<file path="src/rtl/uart_pkg.sv">
// Shared UART transmitter types and constants.
// Holds the FSM state enum, frame-length constants and default bit timing.
package uart_pkg;

  typedef enum logic [2:0] {
    IDLE,
    START,
    DATA,
    PARITY,
    STOP
  } state_e;

  localparam int DATA_BITS        = 8;
  localparam int FRAME_BITS       = 10;
  localparam int CLKS_PER_BIT_DEF = 868;

endpackage

</file>
<file path="src/rtl/baud_tick_gen.sv">
// Baud counter: counts 0..CLKS_PER_BIT-1, tick on the last count.
// Ports: clk, reset (sync, high), clear (restart at 0), tick (out).
module baud_tick_gen #(
  parameter int CLKS_PER_BIT = 868
) (
  input  logic clk,
  input  logic reset,
  input  logic clear,
  output logic tick
);

  localparam int CW = $clog2(CLKS_PER_BIT);

  logic [CW-1:0] cnt_q, cnt_d;

  assign tick = (cnt_q == CW'(CLKS_PER_BIT - 1));

  always_comb begin
    cnt_d = cnt_q + CW'(1);
    if (clear || tick) cnt_d = '0;
  end

  always_ff @(posedge clk) begin
    if (reset) cnt_q <= '0;
    else       cnt_q <= cnt_d;
  end

endmodule

</file>
<file path="src/rtl/uart_tx.sv">
// UART transmitter fed by a first-word-fall-through FIFO.
// Ports: clk, reset, empty, rd_data[7:0] in; read, tx, tx_busy out.
module uart_tx
  import uart_pkg::*;
#(
  parameter int CLKS_PER_BIT = CLKS_PER_BIT_DEF,
  parameter bit PARITY_EN    = 1'b0
) (
  input  logic       clk,
  input  logic       reset,
  input  logic       empty,
  input  logic [7:0] rd_data,
  output logic       read,
  output logic       tx,
  output logic       tx_busy
);

  state_e     state_q, state_d;
  logic [7:0] shreg_q, shreg_d;
  logic [2:0] bit_cnt_q, bit_cnt_d;
  logic       parity_q, parity_d;
  logic       tx_q, tx_d;
  logic       tick;
  logic       clear;

  // Pop on idle, or on the last stop-bit cycle so frames run back to back.
  assign read = !reset && !empty &&
                ((state_q == IDLE) ||
                 ((state_q == STOP) && tick));

  // Counter held at zero while idle so every frame starts aligned.
  assign clear = (state_q == IDLE) || read;

  baud_tick_gen #(
    .CLKS_PER_BIT(CLKS_PER_BIT)
  ) u_baud (
    .clk  (clk),
    .reset(reset),
    .clear(clear),
    .tick (tick)
  );

  always_comb begin
    state_d   = state_q;
    shreg_d   = shreg_q;
    bit_cnt_d = bit_cnt_q;
    parity_d  = parity_q;
    tx_d      = tx_q;
    if (read) begin
      state_d   = START;
      shreg_d   = rd_data;
      parity_d  = ^rd_data;
      bit_cnt_d = '0;
      tx_d      = 1'b0;
    end else if (tick) begin
      unique case (state_q)
        START: begin
          state_d   = DATA;
          tx_d      = shreg_q[0];
          shreg_d   = shreg_q >> 1;
          bit_cnt_d = '0;
        end
        DATA: begin
          if (bit_cnt_q == 3'(DATA_BITS - 1)) begin
            if (PARITY_EN) begin
              state_d = PARITY;
              tx_d    = parity_q;
            end else begin
              state_d = STOP;
              tx_d    = 1'b1;
            end
          end else begin
            bit_cnt_d = bit_cnt_q + 3'd1;
            tx_d      = shreg_q[0];
            shreg_d   = shreg_q >> 1;
          end
        end
        PARITY: begin
          state_d = STOP;
          tx_d    = 1'b1;
        end
        STOP: begin
          state_d = IDLE;
          tx_d    = 1'b1;
        end
        default: begin
          state_d = IDLE;
          tx_d    = 1'b1;
        end
      endcase
    end
  end

  always_ff @(posedge clk) begin
    if (reset) begin
      state_q   <= IDLE;
      shreg_q   <= '0;
      bit_cnt_q <= '0;
      parity_q  <= 1'b0;
      tx_q      <= 1'b1;
    end else begin
      state_q   <= state_d;
      shreg_q   <= shreg_d;
      bit_cnt_q <= bit_cnt_d;
      parity_q  <= parity_d;
      tx_q      <= tx_d;
    end
  end

  assign tx      = tx_q;
  assign tx_busy = (state_q != IDLE);

endmodule

</file>
<file path="config.mk">
export PLATFORM = sky130hd
export DESIGN_NAME = uart_tx
export DESIGN_NICKNAME = d
export VERILOG_FILES = /design/src/rtl/uart_pkg.sv /design/src/rtl/baud_tick_gen.sv /design/src/rtl/uart_tx.sv
export SDC_FILE = /design/constraint.sdc
export NUM_CORES = 1
export LEC_CHECK = 0
export CORE_ASPECT_RATIO = 1.4
export CORE_MARGIN = 2
export CORE_UTILIZATION = 60
export CTS_CLUSTER_SIZE = 14
export DETAILED_ROUTE_END_ITERATION = 16
export DONT_BUFFER_PORTS = 1
export GPL_ROUTABILITY_DRIVEN = 0
export PLACE_DENSITY = 0.75
export SYNTH_ARGS = -nofsm -noshare
export SYNTH_HDL_FRONTEND = slang
export SYNTH_SLANG_ARGS = --single-unit
</file>
<file path="constraint.sdc">
create_clock -name clk -period 2.75 [get_ports clk]
set_input_delay 0.55 -clock clk [delete_from_list [all_inputs] [get_ports clk]]
set_output_delay 0.55 -clock clk [all_outputs]
set_load 0.03 [all_outputs]
</file>
==> results.json <==
{
  "powerDensity_mw_per_mm2": 486,
  "maxCapViolCount": 0,
  "drt_wl_total_mm": 2.11,
  "grt_pass1_wl_mm": 3.91,
  "port_buffers": 0,
  "core.rowCount": 19,
  "drive_above_1_share_pct": 15.0,
  "synth_area_mm2": 0.00121,
  "final_cell_mix": "dfxtp_1 (25), nor2_1 (18), mux2i_1 (9)",
  "die_h_um": 57.2,
  "root_buffer": "clkbuf_4",
  "dp_hpwl_mm": 1.62,
  "numCtsBuffers": 3,
  "p_leak_nw": 0.572,
  "dieArea_mm2": 0.00241,
  "fin_nets": 148,
  "core_mm2": 0.00195,
  "slew_viol_final": 0,
  "hold_slack_ns": 0.285,
  "clock_sinks": 25,
  "yosys.area.top_type": "dfxtp_1",
  "max_freq_mhz": 397,
  "syn_nets": 144,
  "num_antenna_cells": 0,
  "worstMarginPinSlew_ns": 0.525,
  "busiest_layer": "met2",
  "path_clk_slew_ns": 0.13,
  "drc": 0,
  "cp.arrival_ns": 1.97,
  "p_sw_share_pct": 24.4,
  "ys_ff_latch": 25,
  "grt_pass1_vias": 934,
  "drtIter0Drc": 20,
  "finalCriticalPeriod_ns": 2.52,
  "grt_use_total_pct": 20.3,
  "setup-violations-final": 0,
  "initial_utilization_pct": 62.3,
  "fin_setup_tns_ns": 0,
  "cp.required_ns": 2.20,
  "worstSetupPathType": "flop to primary output",
  "cts_tree": "done",
  "clockBufferDepth": 2,
  "clk_latency_ns": 0.31,
  "multiInputGateArea_um2": 656,
  "synth-edff-count": 0,
  "combPwrFrac_pct": 9.8,
  "path_max_fanout": 7,
  "syn_inst": 130,
  "synth_ff_type": "dfxtp_1",
  "die_x_um": 42.0,
  "routed_via_density": 5.82,
  "area.sequential_um2": 500,
  "met1_usage_pct": 24.0,
  "synth_seq_area_share_pct": 41.2,
  "cts.htree.levels": 1,
  "syn_area_per_cell_um2": 9.35,
  "grt_max_degree": 18,
  "r2r_setup_slack_ns": 0.31,
  "startpoint_type": "flop",
  "yosys_warnings": 0,
  "grt_use_met3_pct": 4.75,
  "n_fill_cell": 174,
  "io_pins": 14,
  "postCtsHoldBufs": 0,
  "syn_to_final_growth_pct": 4.43,
  "dpl.cell_count": 150,
  "wl_per_cell_um": 13.7,
  "vias": 897,
  "async_flop_share_pct": 0,
  "fin_skew_ns": 0.00508,
  "peakVddDrop_mv": 0.403,
  "layout_commonest_cell": "dfxtp_1",
  "slew_headroom_pct": 64.7,
  "end_kind": "primary output",
  "hold_path.class": "input pin to flop",
  "rsz0062_at_grt": "false",
  "firstDrtPassIters": 4,
  "power_mw": 0.616,
  "clkPwrFrac_pct": 26.4,
  "yosysUniqueCellTypes": 38,
  "p_switching_mw": 0.150,
  "hold_violations": 0,
  "p_int_mw": 0.466,
  "grt_antenna_before_repair": 0,
  "fin_cells": 154,
  "ant_nets": 0,
  "grt-ovfl-total": 0,
  "synth_area_leaders": "dfxtp_1 (41%), mux2i_1 (7.4%), nor2_1 (5.6%), a2111oi_0 (5.0%), or2_2 (3.6%)",
  "synth_top_area_share_pct": 41.2,
  "cts_resized": 0,
  "met2_usage_pct": 36.6,
  "cts_setup_buffers": 0,
  "power_frac_seq_pct": 63.8,
  "status": "completed",
  "period_share_pct": 91.6
}
## cells by family (layout without fill, tap and decap cells)
group	Yosys count	in the layout	synth area share (%)
adder cells (fa/ha/maj)	3	3	3.09
AO/OA/AOI/OAI	16	16	11.6
XOR/XNOR	8	8	5.77
AND/OR/NAND/NOR	55	55	25.1
multiplexers	10	10	8.34
buffers and inverters	13	16	4.84
flip-flops	25	25	41.2
## sequential cells by signal (all words and copies together) (netlist names)
signal	count
bit_cnt_q	3
shreg_q	8
state_q	3
tx	1
u_baud.cnt_q	10
## through the flow
| step | setup slack, ns | utilization (%) | cell area [µm²] |
|---|---|---|---|
| after global routing | 0.0683 | 65.1 | 1270 |
| final | 0.232 | 65.1 | 1270 |
| after floorplan | 0.437 | - | 1210 |
| after detailed placement | 0.321 | 63.7 | 1240 |
| after CTS | 0.202 | 65.1 | 1270 |
| after global placement | 0.400 | 63.7 | 1240 |
## per-layer routing
metal,routed length [µm],share of wire (%)
met5,0,0
met4,31,1.5
met3,57,2.7
met2,1070,51
met1,953,45
## synthesized netlist by cell type (2+ instances only)
master     number
nor2_1         18
nor3_1          5
nand3_1         3
buf_2           2
and2_1          2
a2111oi_0       7
clkbuf_1        2
dfxtp_1        25
xnor2_1         3
or3b_1          2
nand2_1         4
and3b_1         2
inv_1           8
or2_2           7
xor2_1          5
mux2i_1         9
ha_1            3
nand4_1         2
and3_1          2
## power groups by stage
stage / clock [mW] / combinational [mW] / sequential (mW)
after detailed placement: 0 / 0.0612 / 0.401
after global routing: 0.181 / 0.0687 / 0.395
after CTS: 0.165 / 0.0613 / 0.393
final: 0.163 / 0.0602 / 0.393
after global placement: 0 / 0.0585 / 0.400
after floorplan: 0 / 0.0522 / 0.397
## final timing paths
check / start / to / cells past startpoint
min reg2reg: u_baud.cnt_q[0]$_SDFF_PP0_ / u_baud.cnt_q[0]$_SDFF_PP0_ / 1
min: reset / state_q[2]$_SDFFE_PP0P_ / 1
max reg2reg: bit_cnt_q[0]$_SDFFE_PP0P_ / shreg_q[3]$_SDFFE_PP0P_ / 7
max: u_baud.cnt_q[0]$_SDFF_PP0_ / read / 4
## worst max-delay path, cell delays in order (launching register included)
cell,delay (ns)
dfxtp_1,0.40
ha_1,0.23
nand4bb_1,0.20
o31ai_2,0.28
and3b_1,0.54
## layout make-up
type                    count  area share, %
repair buffers              4           2.37
inverters                   8           2.37
multi-input cells          92           51.7
well taps                  21           2.07
clock buffers               4           2.07
flip-flops and latches     25           39.4
Power figures use the tool's default switching activity.
